`config.mk`:
```
export PLATFORM = sky130hd
export DESIGN_NAME = keypad_entry_ctrl
export DESIGN_NICKNAME = d
export VERILOG_FILES = /design/src/rtl/keypad_entry_ctrl.sv
export SDC_FILE = /design/constraint.sdc
export NUM_CORES = 1
export LEC_CHECK = 0
export ABC_CLOCK_PERIOD_IN_PS = 4360
export BUFFER_PORTS_ARGS = -buffer_cell sky130_fd_sc_hd__buf_2
export CAP_MARGIN = 20
export CELL_PAD_IN_SITES_DETAIL_PLACEMENT = 1
export CELL_PAD_IN_SITES_GLOBAL_PLACEMENT = 1
export CORE_UTILIZATION = 30
export CTS_CLUSTER_SIZE = 16
export DETAILED_ROUTE_END_ITERATION = 12
export PLACE_DENSITY_LB_ADDON = 0.1
export SETUP_SLACK_MARGIN = 0.4
export SYNTH_ARGS = -nofsm -noshare
export SYNTH_HDL_FRONTEND = slang
export SYNTH_SLANG_ARGS = --single-unit
```
`constraint.sdc`:
```
create_clock -name clk -period 4.36 [get_ports clk]
set_clock_uncertainty 0.2 [all_clocks]
set_input_delay 0 -clock clk [delete_from_list [all_inputs] [get_ports clk]]
set_output_delay 0 -clock clk [all_outputs]
set_load 0.005 [all_outputs]
```
`src/rtl/keypad_entry_ctrl.sv`:
```
// keypad_entry_ctrl
// Turns the raw keypad key stream into debounced, single-shot digit events.
// Up to MAX_DIGITS decimal digits are assembled into an 8-bit operand
// (0..255). A committed operand is offered to the datapath over a
// valid/ready handshake.
//
// Ports:
//   clk            system clock
//   rst_n          synchronous active-low reset
//   key_value      decoded digit, meaningful only while key_valid=1
//   key_valid      a digit key is currently held
//   enter          single-cycle pulse: commit the accumulated operand
//   clear          single-cycle pulse: discard the accumulated entry
//   operand        committed operand, stable while operand_valid=1
//   operand_valid  operand available to the datapath
//   operand_ready  datapath accepts the operand
//   acc            in-progress accumulator (display)
//   digit_count    number of digits in acc
//   overflow       sticky: a digit was rejected since the last clear/commit
//   busy           key FSM is not idle
module keypad_entry_ctrl #(
    parameter int DEBOUNCE   = 16,
    parameter int MAX_DIGITS = 3
) (
    input  logic       clk,
    input  logic       rst_n,
    input  logic [3:0] key_value,
    input  logic       key_valid,
    input  logic       enter,
    input  logic       clear,
    output logic [7:0] operand,
    output logic       operand_valid,
    input  logic       operand_ready,
    output logic [7:0] acc,
    output logic [1:0] digit_count,
    output logic       overflow,
    output logic       busy
);

    localparam int         CW       = (DEBOUNCE > 2) ? $clog2(DEBOUNCE) : 1;
    localparam logic [CW-1:0] CNT_LAST = CW'(DEBOUNCE - 1);
    localparam logic [1:0] MAX_CNT  = 2'(MAX_DIGITS);

    typedef enum logic [1:0] {
        IDLE     = 2'd0,
        PRESS_DB = 2'd1,
        HELD     = 2'd2,
        REL_DB   = 2'd3
    } keyState_e;

    keyState_e     state_q, state_d;
    logic [CW-1:0] cnt_q, cnt_d;
    logic [3:0]    key_q, key_d;
    logic          digitAccept;

    logic [7:0]    acc_q, acc_d;
    logic [1:0]    count_q, count_d;
    logic          ovf_q, ovf_d;
    logic [7:0]    operand_q, operand_d;
    logic          valid_q, valid_d;

    logic          enterOk;
    logic [7:0]    baseAcc;
    logic [1:0]    baseCount;
    logic [11:0]   newVal;

    // Key FSM and datapath registers.
    always_ff @(posedge clk) begin
        if (!rst_n) begin
            state_q   <= IDLE;
            cnt_q     <= '0;
            key_q     <= '0;
            acc_q     <= '0;
            count_q   <= '0;
            ovf_q     <= 1'b0;
            operand_q <= '0;
            valid_q   <= 1'b0;
        end else begin
            state_q   <= state_d;
            cnt_q     <= cnt_d;
            key_q     <= key_d;
            acc_q     <= acc_d;
            count_q   <= count_d;
            ovf_q     <= ovf_d;
            operand_q <= operand_d;
            valid_q   <= valid_d;
        end
    end

    // Key FSM: a press must stay stable on the same digit for DEBOUNCE
    // cycles before one digit_accept fires; a release must stay stable
    // for DEBOUNCE cycles before a new press can start.
    always_comb begin
        state_d     = state_q;
        cnt_d       = cnt_q;
        key_d       = key_q;
        digitAccept = 1'b0;
        case (state_q)
            IDLE: begin
                if (key_valid) begin
                    state_d = PRESS_DB;
                    key_d   = key_value;
                    cnt_d   = '0;
                end
            end
            PRESS_DB: begin
                if (!key_valid || (key_value != key_q)) begin
                    state_d = IDLE;
                    cnt_d   = '0;
                end else if (cnt_q == CNT_LAST) begin
                    state_d     = HELD;
                    digitAccept = 1'b1;
                end else begin
                    cnt_d = cnt_q + 1'b1;
                end
            end
            HELD: begin
                if (!key_valid) begin
                    state_d = REL_DB;
                    cnt_d   = '0;
                end
            end
            REL_DB: begin
                if (key_valid) begin
                    state_d = HELD;
                    cnt_d   = '0;
                end else if (cnt_q == CNT_LAST) begin
                    state_d = IDLE;
                    cnt_d   = '0;
                end else begin
                    cnt_d = cnt_q + 1'b1;
                end
            end
            default: begin
                state_d = IDLE;
                cnt_d   = '0;
            end
        endcase
    end

    // Accumulator and handshake. Priority is clear > enter > digit.
    // An accepted enter empties the entry first, so a digit arriving in
    // the same cycle starts the next operand from zero.
    always_comb begin
        acc_d     = acc_q;
        count_d   = count_q;
        ovf_d     = ovf_q;
        operand_d = operand_q;
        valid_d   = valid_q;
        baseAcc   = acc_q;
        baseCount = count_q;
        newVal    = '0;
        enterOk   = enter && (count_q != 2'd0) && !valid_q;

        if (valid_q && operand_ready) begin
            valid_d = 1'b0;
        end

        if (clear) begin
            acc_d   = '0;
            count_d = '0;
            ovf_d   = 1'b0;
        end else begin
            if (enterOk) begin
                operand_d = acc_q;
                valid_d   = 1'b1;
                baseAcc   = '0;
                baseCount = '0;
                acc_d     = '0;
                count_d   = '0;
                ovf_d     = 1'b0;
            end
            if (digitAccept) begin
                newVal = 12'(baseAcc) * 12'd10 + 12'(key_q);
                if (key_q > 4'd9) begin
                    ovf_d = 1'b1;
                end else if (baseCount == MAX_CNT) begin
                    ovf_d = 1'b1;
                end else if (newVal > 12'd255) begin
                    ovf_d = 1'b1;
                end else begin
                    acc_d   = newVal[7:0];
                    count_d = baseCount + 2'd1;
                end
            end
        end
    end

    assign operand       = operand_q;
    assign operand_valid = valid_q;
    assign acc           = acc_q;
    assign digit_count   = count_q;
    assign overflow      = ovf_q;
    assign busy          = (state_q != IDLE);

endmodule
```
**After elaboration in Yosys (flattened, before gate mapping)**

Index checks and enable logic that the tools add are counted.
W data, S select, Z words.

- Register bits after elaboration: 30
- Bits of input ports: 10
- Word-level logic and storage cells: 78

- Add/sub/neg operators: 3
- $mul: 1
- Order comparisons: 2
- Equal/unequal tests: 11
- Mux-type cells: 37
- Bitwise operators: 2
- Reduce and logical (&&, ||, !) cells: 14

Operators by type and width:

| cell | count |
|---|---|
| $mux W8 | 6 |
| $mux W2 | 12 |
| $mux W4 | 6 |
| $pmux W4 S4 | 1 |
| $add A12 B4 Y12 | 1 |
| $gt A12 B8 Y1 const B | 1 |
| $mul A8 B3 Y11 const B | 1 |
| $mux W1 | 11 |
| $ne A3 B3 Y1 const B | 3 |
| $pmux W2 S4 | 1 |
| $eq A2 B2 Y1 const B | 3 |
| $add A4 B1 Y4 const B | 1 |
| $eq A4 B4 Y1 const B | 1 |
| $gt A4 B4 Y1 const B | 1 |
| $ne A2 B2 Y1 const B | 2 |
| $ne A4 B4 Y1 | 1 |
| $reduce_and A2 Y1 | 2 |
| $reduce_and A4 Y1 | 1 |
| $reduce_bool A2 Y1 | 2 |
| $logic_and A1 B1 Y1 | 3 |
| $reduce_and A3 Y1 | 1 |
| $add A2 B1 Y2 const B | 1 |
| $eq A2 B1 Y1 const B | 1 |
| $logic_not A1 Y1 | 2 |
| other kinds (4) | 5 |

**Depth between registers and ports, before layout**

Gate-level depths: netlist (run 1).

- Word-level depth: 12
- Gate-level depth with buffers: 16

**Worst setup path after synthesis (run 1)**

No wires, ideal clock.

- Kind: register to register
- From: register valid_q (netlist: operand_valid)
- To: register ovf_q (netlist: overflow)
- Arrival: 3.479 ns
- Data required time: 4.043 ns
- Slack: 0.563 ns
- Stages on the path, launching flop included: 16
- Path buffers: 2
- Period minus slack after synthesis: 3.797 ns
- Path through: dfxtp_1 nand2b_1 or2_1 buf_2 clkbuf_1 and2_1 ha_1 ha_1 fa_1 a211oi_2 o22ai_1 and4bb_1 and4_1 o21a_4 nand2_1 a32o_1

- Word-level cells in the longest chain between the ends: 11
- Elaborated cells between the ends (all ways): 15

RTL lines:

| element | RTL line | text |
|---|---|---|
| start, declared | 60 | `logic valid_q, valid_d;` |
| start signal, assigned | 86 | `valid_q <= valid_d;` |
| $logic_not A1 Y1 * | 153 | `enterOk = enter && (count_q != 2'd0) && !valid_q;` |
| $logic_and A1 B1 Y1 * | 153 |  |
| $mux W8 | 164 | `if (enterOk) begin` |
| $mux W8 | 159 | `if (clear) begin` |
| $mul A8 B3 Y11 | 174 | `newVal = 12'(baseAcc) * 12'd10 + 12'(key_q);` |
| $add A12 B4 Y12 | 174 |  |
| $gt A12 B8 Y1 | 179 | `end else if (newVal > 12'd255) begin` |
| $mux W1 | 179 |  |
| $mux W1 | 177 | `end else if (baseCount == MAX_CNT) begin` |
| $mux W1 | 175 | `if (key_q > 4'd9) begin` |
| $mux W1 * | 173 | `if (digitAccept) begin` |
| end signal, assigned | 84 | `ovf_q <= ovf_d;` |
| end, declared | 58 | `logic ovf_q, ovf_d;` |

Every way passes the cells marked *; elsewhere a longest branch is shown, timed or not. The select of a mux whose other input is x is not followed.
A chain may end at the register's enable or synchronous reset.

**Final worst setup path (run 1)**

Same ends and word-level chain as after synthesis.

==> flow_summary_export.csv, run 1 <==
group,metric,value,unit
finish,nets,302,
grt,use_met1,0.215,
floorplanning,die_h,83.4,microns
clocking,tritoncts,"built",
power_and_ir_drop,internal-power,0.468,mW
critical_path,cp_data_arrival_time,3.72,ns
critical_path,slowest_delay,0.44,ns
power_and_ir_drop,seqPwrFrac,0.463,
sta,finalCriticalPeriod,3.75,ns
grt,gr-total-overflow,0,
critical_path,crit_chain,"nand2b_1 -> or2_4 -> and2_1 -> ha_1 -> ha_1 -> fa_1 -> xnor2_1 -> nor3_2 -> and4bb_1 -> and4_4 -> o21a_4 -> nand2_1 -> a32o_1",
grt,grtUsageMet2,0.282,
grt,antenna_found_initial,0,
routing,ant_nets,0,
sta,slew_headroom,0.566,
placement,place_hpwl,4.14,mm
power_and_ir_drop,leakagePower,1.10,nW
grt,grtUsageTotal,0.166,
critical_path,crit_family,"simple AND/OR/NAND/NOR gates",
clocking,worstSkewPairLatency,0.29,ns
synth,synth-edff-count,0,
power_and_ir_drop,sw_frac_of_total,0.231,
routing,vias,1793,
floorplanning,placementRows,29,
sta,slew_violations,0,
grt,grt_first_pass_wirelength,9.16,mm
routing,wl_per_cell,15.4,microns
grt,grt_max_degree,22,
critical_path,worstPathRequired,4.34,ns
grt,top_usage_layer,"met2",
sta,holdWs,0.0507,ns
floorplanning,dieArea,0.00695,sq mm
clocking,h-tree-depth,2,
floorplanning,io_pins,31,
finish,area_delta_synth_final,25.4,%
routing,firstDrtPassIters,4,
placement,gp_congestion,0.748,
finish,final_cells,354,
finish,n_fill_cell,783,
synth,syn_nets,255,
synth,synthCells,229,
critical_path,slowest_stage,"fa_1",
power_and_ir_drop,p_sw,0.141,mW
critical_path,worst-r2r-setup-slack,0.61,ns
synth,netlist_area,0.00199,sq mm
power_and_ir_drop,combinationalPowerShare,0.072,
synth,synth_seq_cells,30,
power_and_ir_drop,fin_total_pwr,0.609,mW
finish,drive_gt1_frac,0.209,
power_and_ir_drop,p_per_area,244,mW/mm^2
critical_path,path_buf_inv,0,
critical_path,worstPathMaxFanout,7,
routing,wl,5.46,mm
power_and_ir_drop,pwr-share-clk,0.466,
synth,synth_cell_types,54,
synth,async_flop_share,0,
power_and_ir_drop,peakVddDrop,0.000113,V
sta,fmax,0.267,GHz
sta,period_share,0.859,
clocking,cts.sinks,30,
synth,synth_ff_type,"dfxtp_1",
routing,vias_per_cell,5.06,
sta,worst_slew_pin_slew,0.649,ns
placement,portBuffers,30,
floorplanning,die_x,83.4,microns
clocking,clk_pin_slew_worst_paths,0.07,ns
critical_path,cpMostUsedCell,"ha_1",
critical_path,cp-end-kind,"register",
clocking,cts_buffers,5,
run,cap_violations,0,
finish,n_antenna_cell,0,
critical_path,worstSetupPathType,"register to register",
critical_path,start_kind,"register",
grt,grt_util_met3,0.0388,
synth,seq_area_frac_synth,0.302,
grt,grt_pass1_vias,1833,
routing,drtIter0Drc,30,
status,status,"finished, final reports clean",
synth,ys_warn_count,0,
synth,synth.avg_cell_area,8.68,sq um
sta,tns,0,ns
clocking,cts_buffer_depth,2,
sta,hold_violations,0,
routing,drc,0,
sta,rsz0062_at_grt,"no",
placement,dp.cells,331,
floorplanning,coreArea,0.00639,sq mm
clocking,root_buffer,"clkbuf_8",
sta,final-setup-viol-count,0,
worst_hold_path,hold_class,"input pin to register",
floorplanning,start_util,0.311,
## placed cells by master (no fill, tap or decap), types with 2 or more instances in the layout
cell	netlist	layout
dlygate4sd3_1	0	14
xor2_1	3	3
nand3_1	5	5
nand4_1	5	5
inv_1	3	3
nor2b_1	9	9
buf_4	0	2
nand2_1	24	24
and2_1	7	7
or2_2	2	2
o21ai_0	17	17
o21bai_1	2	2
o21a_1	3	3
buf_2	1	30
nand2b_1	3	3
o22ai_1	2	2
a21oi_1	12	11
xnor2_1	12	12
a21boi_0	8	8
clkbuf_8	0	5
dfxtp_1	30	30
clkinv_2	0	2
nor2_1	16	16
mux2i_1	10	10
and3_1	4	4
ha_1	14	14
fa_1	2	2
## power by group through the flow
stage | logic, mW | registers [mW] | clock network (mW)
2_1_floorplan | 0.0245 | 0.286 | 0
3_3_place_gp | 0.0352 | 0.288 | 0
3_5_place_dp | 0.0350 | 0.288 | 0
4_1_cts | 0.0438 | 0.281 | 0.294
5_1_grt | 0.0481 | 0.282 | 0.311
6_report | 0.0436 | 0.282 | 0.283
## layer usage
layer  vias to the layer above  share of wire
met4                         0         0.0060
met1                       857           0.49
met5                         -              0
li1                        907              -
met2                        25           0.48
met3                         4          0.024
## worst paths after layout
path                                               start                         to  depth (start not counted)
worst min register to register       overflow$_SDFF_PP0_        overflow$_SDFF_PP0_                          1
worst max register to register  operand_valid$_SDFF_PN0_        overflow$_SDFF_PP0_                         13
worst max-delay path            operand_valid$_SDFF_PN0_        overflow$_SDFF_PP0_                         13
worst min-delay path                               enter  digit_count[1]$_SDFF_PP0_                          5
## worst register-to-register path: stages, from the launching register on
cell and delay (ns):
dfxtp_1 0.31, nand2b_1 0.17, or2_4 0.29, and2_1 0.22, ha_1 0.29, ha_1 0.24
fa_1 0.44, xnor2_1 0.22, nor3_2 0.26, and4bb_1 0.27, and4_4 0.25, o21a_4 0.17
nand2_1 0.06, a32o_1 0.24
## kinds of logic (layout without fill, tap and decap cells)
| logic type | Yosys count | after routing | synth area share |
|---|---|---|---|
| flip-flops | 30 | 30 | 0.302 |
| XOR/XNOR | 15 | 15 | 0.0661 |
| buffers and inverters | 9 | 57 | 0.0214 |
| adder cells (fa/ha/maj) | 16 | 16 | 0.108 |
| AO/OA/AOI/OAI | 58 | 58 | 0.193 |
| multiplexers | 10 | 10 | 0.0504 |
| AND/OR/NAND/NOR | 91 | 91 | 0.259 |
## repair_timing
action	in CTS	in global routing
setup endpoints to repair	0	11
endpoints found under the hold margin	19	0
setup buffers	0	1
gates resized for setup	0	6
hold buffers	14	0
## cell type report
class	instances	area [sq um]	area share
inverters	3	11.3	0.00452
clock buffers	5	68.8	0.0276
flip-flops and latches	30	601	0.241
repair buffers	46	305	0.123
clock inverters	3	40.0	0.0161
multi-input cells	190	1370	0.549
well taps	77	96.3	0.0387
## cell usage after synthesis (3+ instances only)
| library cell | count | area (sq um) |
|---|---|---|
| nor2b_1 | 9 | 56.3 |
| xnor2_1 | 12 | 105 |
| clkbuf_1 | 4 | 15.0 |
| nand2_1 | 24 | 90.1 |
| a21oi_1 | 12 | 60.1 |
| a21boi_0 | 8 | 60.1 |
| nand4_1 | 5 | 31.3 |
| o21a_1 | 3 | 22.5 |
| nand3_1 | 5 | 25.0 |
| and2_1 | 7 | 43.8 |
| nor2_1 | 16 | 60.1 |
| xor2_1 | 3 | 26.3 |
| nand2b_1 | 3 | 18.8 |
| dfxtp_1 | 30 | 601 |
| and3_1 | 4 | 25.0 |
| ha_1 | 14 | 175 |
| inv_1 | 3 | 11.3 |
| mux2i_1 | 10 | 100 |
| o21ai_0 | 17 | 85.1 |
## flip-flops by register name, summed over array words and instances (netlist names)
signal         cells
cnt_q              4
acc                8
digit_count        2
state_q            2
operand            8
overflow           1
operand_valid      1
key_q              4
## per-stage QoR
step / setup WS [ns] / utilization / instance area, sq um
2_1_floorplan: 0.563 / - / 1990
3_3_place_gp: 0.623 / 0.346 / 2210
3_5_place_dp: 0.576 / 0.346 / 2210
4_1_cts: 0.548 / 0.385 / 2460
5_1_grt: 0.408 / 0.390 / 2490
6_report: 0.614 / 0.390 / 2490
(Power assumes the default switching activity.)
==> run 2, diff against run 1 <==
--- a/config.mk
+++ b/config.mk
@@ -5,7 +5,7 @@
 export SDC_FILE = /design/constraint.sdc
 export NUM_CORES = 1
 export LEC_CHECK = 0
-export ABC_CLOCK_PERIOD_IN_PS = 4360
+export ABC_CLOCK_PERIOD_IN_PS = 4050
 export BUFFER_PORTS_ARGS = -buffer_cell sky130_fd_sc_hd__buf_2
 export CAP_MARGIN = 20
 export CELL_PAD_IN_SITES_DETAIL_PLACEMENT = 1
==> constraint.sdc (replaced) <==
create_clock -name clk -period 4.05 [get_ports clk]
set_clock_uncertainty 0.2 [all_clocks]
set_input_delay 0 -clock clk [delete_from_list [all_inputs] [get_ports clk]]
set_output_delay 0 -clock clk [all_outputs]
set_load 0.005 [all_outputs]
==> run 2 against run 1 <==
  * Sequential share of layout area decreased by 0.35 points
  * Flip-flop and latch count unchanged
  * Clock power decreased by 9.5%
  * Routed wire length decreased by 0.95%
  * Sequential power grew 7.4%
  * Critical path depth unchanged
  * Register-to-register slack got worse by 0.07 ns
  * Utilization rose by 0.74 points
  * Fmax up 6.9%
  * Non-clock buffer count rose by 1
  * Highest routed layer unchanged
  * Die area stayed put
  * First-iteration DRC count grew 27%
==> flow_summary_export.csv, run 2 (synthesized netlist as in run 1, its figures left out) <==
group,metric,value,unit
grt,grt_max_degree,22,
sta,worst_slew_pin_slew,0.602,ns
critical_path,cp-end-kind,"register",
clocking,worstSkewPairLatency,0.29,ns
worst_hold_path,hold_class,"input pin to register",
finish,area_delta_synth_final,27.8,%
sta,finalCriticalPeriod,3.50,ns
routing,wl,5.41,mm
floorplanning,dieArea,0.00695,sq mm
finish,drive_gt1_frac,0.248,
floorplanning,die_x,83.4,microns
power_and_ir_drop,p_per_area,239,mW/mm^2
placement,dp_slack,0.377,ns
routing,firstDrtPassIters,4,
placement,portBuffers,30,
clocking,tritoncts,"built",
critical_path,worstSetupPathType,"register to register",
clocking,root_buffer,"clkbuf_8",
finish,nets,303,
critical_path,cp_data_arrival_time,3.48,ns
floorplanning,start_util,0.311,
grt,grt_pass1_vias,1795,
status,status,"finished, final reports clean",
floorplanning,placementRows,29,
routing,ant_nets,0,
clocking,cts.sinks,30,
floorplanning,io_pins,31,
power_and_ir_drop,leakagePower,1.09,nW
sta,hold_violations,0,
power_and_ir_drop,peakVddDrop,0.000138,V
finish,most-common-layout-cells,"buf_2, dfxtp_1, nand2_1",
sta,slew_violations,0,
routing,drtIter0Drc,38,
routing,wl_per_cell,15.2,microns
grt,gr-total-overflow,0,
placement,gp_congestion,0.747,
critical_path,worstPathRequired,4.02,ns
run,cap_violations,0,
clocking,clk_pin_slew_worst_paths,0.07,ns
grt,antenna_found_initial,0,
routing,vias_per_cell,4.98,
placement,place_hpwl,4.11,mm
sta,fmax,0.285,GHz
clocking,cts_buffer_depth,2,
sta,tns,0,ns
sta,period_share,0.865,
routing,vias,1768,
critical_path,start_kind,"register",
finish,n_antenna_cell,0,
sta,slew_headroom,0.597,
sta,finalWorstSetupSlack,0.547,ns
routing,drc,0,
floorplanning,coreArea,0.00639,sq mm
clocking,h-tree-depth,2,
finish,mostFrequentLayoutCell,"buf_2",
clocking,cts_buffers,5,
grt,grtUsageTotal,0.161,
grt,grt_first_pass_wirelength,8.81,mm
sta,rsz0062_at_grt,"no",
sta,final-setup-viol-count,0,
critical_path,worstPathMaxFanout,7,
floorplanning,die_h,83.4,microns
## run 2: cell count changes in the layout (fill, tap and decap cells not counted), moves of 2 or more
cell	previous run	this run
dfxtp_1	30	28
ha_1	14	12
ha_4	0	2
dfxtp_2	0	2
## run 2: critical path, cell delays in order, from the launching register on
cell,delay [ns]
dfxtp_1,0.32
nand2b_4,0.15
or2_4,0.26
and2_1,0.21
ha_4,0.23
ha_4,0.17
fa_2,0.39
a211oi_4,0.30
o22ai_1,0.11
and4bb_1,0.31
and4_4,0.24
o21a_4,0.18
nand2_1,0.07
a32o_1,0.25
## run 2: path summary, 6_finish.rpt
check	start	end	slack (ns)	cells past startpoint
max	operand_valid$_SDFF_PN0_	overflow$_SDFF_PP0_	0.55	13
min	enter	digit_count[1]$_SDFF_PP0_	0.05	5
max reg2reg	operand_valid$_SDFF_PN0_	overflow$_SDFF_PP0_	0.55	13
min reg2reg	operand[7]$_SDFFE_PN0P_	operand[7]$_SDFFE_PN0P_	0.28	2
## run 2: area by class of cell
cell class,count,area [sq um]
clock buffers,6,82.6
multi-input cells,190,1420
inverters,3,11.3
well taps,77,96.3
fillers,754,3850
clock inverters,2,12.5
flip-flops and latches,30,603
repair buffers,47,313
## run 2: routing by layer
layer,GRT usage,share of wire,up-vias
met5,0,0,-
met3,0.0288,0.031,5
met4,0.0564,0.013,0
li1,-,-,910
met1,0.212,0.50,823
met2,0.265,0.45,30
## run 2: report_power, final
group          switching (mW)  leakage (nW)  total (mW)  internal (mW)
clock                   0.120        0.0472       0.256          0.136
combinational          0.0227         0.802      0.0476         0.0248
sequential            0.00459         0.244       0.303          0.298
total                   0.147          1.09       0.607          0.459
## run 2: timing repair
item                                    4_1_cts  5_1_grt
endpoints found under the hold margin        19        0
hold buffers                                 14        0
gates resized for setup                       2       12
setup buffers                                 0        2
pin swaps                                     0        9
endpoints found under the setup margin        6       11
## run 2: metrics by stage
step           cell area, sq um  instances   util  total power [mW]  hold slack (ns)
2_1_floorplan              2000        229      -             0.334          -0.0305
3_3_place_gp               2220        331  0.348             0.348           0.0905
3_5_place_dp               2220        331  0.348             0.347            0.100
4_1_cts                    2470        353  0.386             0.615           0.0793
5_1_grt                    2540        355  0.398             0.630            0.113
6_report                   2540        355  0.398             0.607           0.0504
==> run 3, diff against run 2 <==
--- a/config.mk
+++ b/config.mk
@@ -5,7 +5,7 @@
 export SDC_FILE = /design/constraint.sdc
 export NUM_CORES = 1
 export LEC_CHECK = 0
-export ABC_CLOCK_PERIOD_IN_PS = 4050
+export ABC_CLOCK_PERIOD_IN_PS = 2810
 export BUFFER_PORTS_ARGS = -buffer_cell sky130_fd_sc_hd__buf_2
 export CAP_MARGIN = 20
 export CELL_PAD_IN_SITES_DETAIL_PLACEMENT = 1
==> constraint.sdc (replaced) <==
create_clock -name clk -period 2.81 [get_ports clk]
set_clock_uncertainty 0.2 [all_clocks]
set_input_delay 0 -clock clk [delete_from_list [all_inputs] [get_ports clk]]
set_output_delay 0 -clock clk [all_outputs]
set_load 0.005 [all_outputs]
==> run 3 against run 2 <==
  * The flow now finishes with violations (negative setup slack)
  * Clock-buffer cell count stayed put
  * Sequential power is 44% higher
  * Routed wire length is 11% higher
  * Critical path type unchanged
  * Hold slack better by 0.11 ns
  * Critical endpoint is now acc[2]$_SDFF_PP0_
  * Clock power is 47% higher
  * Combinational power is 59% higher
  * Critical path depth stayed put
  * Highest routed layer unchanged
  * Cell count is 10% higher
  * Register-to-register slack worse by 1.1 ns
  * Utilization is 4.5 points higher
  * Largest cell class unchanged
  * Via count is 10% higher
==> flow_summary_export.csv, run 3 (synthesized netlist as in run 1, its figures left out) <==
group,metric,value,unit
power_and_ir_drop,combinationalPowerShare,0.085,
critical_path,crit_chain,"nand2b_4 -> or2_4 -> and2_4 -> ha_4 -> ha_4 -> fa_2 -> a211oi_4 -> o21ba_2 -> and4bb_1 -> and4_4 -> o21a_4 -> nand3_4 -> mux2i_1",
clocking,h-tree-depth,2,
critical_path,cp-end-kind,"register",
routing,vias,1951,
sta,worst_slew_pin_slew,0.600,ns
finish,most-common-layout-cells,"buf_4, buf_2, dfxtp_1",
clocking,cts_buffer_depth,2,
sta,hold_violations,0,
finish,n_fill_cell,798,
sta,finalWorstSetupSlack,-0.542,ns
clocking,tritoncts,"built",
placement,portBuffers,30,
finish,area_delta_synth_final,42.2,%
power_and_ir_drop,peakVddDrop,0.000370,V
floorplanning,placementRows,29,
finish,n_antenna_cell,0,
sta,rsz0062_at_grt,"yes",
floorplanning,die_x,83.4,microns
grt,use_met1,0.237,
sta,fmax,0.298,GHz
power_and_ir_drop,leakagePower,1.27,nW
clocking,clk_pin_slew_worst_paths,0.07,ns
sta,finalCriticalPeriod,3.35,ns
floorplanning,dieArea,0.00695,sq mm
critical_path,worstSetupPathType,"register to register",
floorplanning,coreArea,0.00639,sq mm
critical_path,slowest_stage,"fa_2",
grt,grt_max_degree,22,
routing,firstDrtPassIters,4,
power_and_ir_drop,p_sw,0.222,mW
sta,final-setup-viol-count,11,
grt,grt_util_met3,0.0318,
floorplanning,start_util,0.311,
finish,nets,339,
clocking,root_buffer,"clkbuf_8",
grt,top_usage_layer,"met2",
run,cap_violations,0,
routing,ant_nets,0,
sta,holdWs,0.163,ns
power_and_ir_drop,fin_total_pwr,0.887,mW
grt,grt_first_pass_wirelength,10.1,mm
routing,wl,5.98,mm
grt,gr-total-overflow,0,
status,violations,"negative setup slack",
routing,drc,0,
floorplanning,die_h,83.4,microns
power_and_ir_drop,p_per_area,314,mW/mm^2
critical_path,slowest_delay,0.37,ns
power_and_ir_drop,pwr-share-clk,0.423,
clocking,cts_buffers,5,
placement,place_hpwl,4.66,mm
power_and_ir_drop,seqPwrFrac,0.491,
sta,slew_headroom,0.598,
placement,gp_congestion,0.785,
finish,drive_gt1_frac,0.350,
floorplanning,io_pins,31,
clocking,worstSkewPairLatency,0.29,ns
power_and_ir_drop,sw_frac_of_total,0.250,
grt,grtUsageMet2,0.317,
worst_hold_path,hold_class,"input pin to register",
routing,wl_per_cell,15.3,microns
critical_path,worstPathRequired,2.83,ns
grt,grt_pass1_vias,2054,
routing,drtIter0Drc,36,
grt,antenna_found_initial,0,
critical_path,worstPathMaxFanout,7,
finish,mostFrequentLayoutCell,"buf_4",
critical_path,start_kind,"register",
sta,slew_violations,0,
status,status,"finished, violations left",
grt,grtUsageTotal,0.184,
critical_path,cp_data_arrival_time,3.37,ns
clocking,cts.sinks,30,
power_and_ir_drop,internal-power,0.665,mW
sta,period_share,1.19,
routing,vias_per_cell,4.99,
critical_path,cpMostUsedCell,"ha_4",
[run 3: changes by cell type in the layout (fill, tap and decap cells not counted), moves of 2 or more]
cell     delta
a21oi_2     +2
buf_4      +37
a21oi_1     -2
o21ai_0     -3
o21ai_1     +3
[run 3: through the flow]
step	util	cell area, sq um	cells	setup slack [ns]	setup TNS [ns]
after floorplan	-	2050	229	-0.655	-6.78
after global placement	0.397	2530	368	-0.576	-6.00
after detailed placement	0.397	2530	368	-0.665	-6.74
after CTS	0.439	2810	391	-0.586	-6.00
after global routing	0.442	2830	391	-0.692	-7.32
final	0.442	2830	391	-0.542	-5.50
[run 3: critical path, delay by kind of cell, from the launching register on]
| family | cells | cell delay, ns |
|---|---|---|
| flip-flops | 1 | 0.32 |
| AND/OR/NAND/NOR | 6 | 1.08 |
| AO/OA/AOI/OAI | 3 | 0.71 |
| adder cells (fa/ha/maj) | 3 | 0.77 |
| multiplexers | 1 | 0.20 |
[run 3: area by class of cell]
cell class	count	area [sq um]	area share
flip-flops and latches	30	602	0.213
well taps	77	96.3	0.0341
clock buffers	6	82.6	0.0292
clock inverters	2	12.5	0.00443
inverters	3	11.3	0.00399
multi-input cells	190	1440	0.510
repair buffers	83	581	0.205
[run 3: power by group through the flow]
stage	clock, mW	sequential [mW]	combinational (mW)
after detailed placement	0	0.446	0.0610
final	0.376	0.436	0.0755
after floorplan	0	0.444	0.0385
after CTS	0.389	0.436	0.0754
after global placement	0	0.446	0.0604
after global routing	0.412	0.436	0.0836
[run 3: worst paths after layout]
| path | startpoint | endpoint | slack [ns] | cells after the start |
|---|---|---|---|---|
| max | operand_valid$_SDFF_PN0_ | acc[2]$_SDFF_PP0_ | -0.54 | 13 |
| min | enter | digit_count[1]$_SDFF_PP0_ | 0.16 | 6 |
| max reg2reg | operand_valid$_SDFF_PN0_ | acc[2]$_SDFF_PP0_ | -0.54 | 13 |
| min reg2reg | operand[4]$_SDFFE_PN0P_ | operand[4]$_SDFFE_PN0P_ | 0.29 | 2 |
[run 3: repair_timing]
action,in CTS,in global routing
buffers inserted,2,0
pin swaps,16,7
hold buffers,13,0
cloned,0,0
resized for setup,9,7
setup endpoints to repair,11,12
endpoints found under the hold margin,19,0
[run 3: metal layers]
layer | up-vias | routed length, microns
li1 | 981 | -
met1 | 943 | 2880
met2 | 22 | 2900
met3 | 5 | 128
met4 | 0 | 70
met5 | - | 0
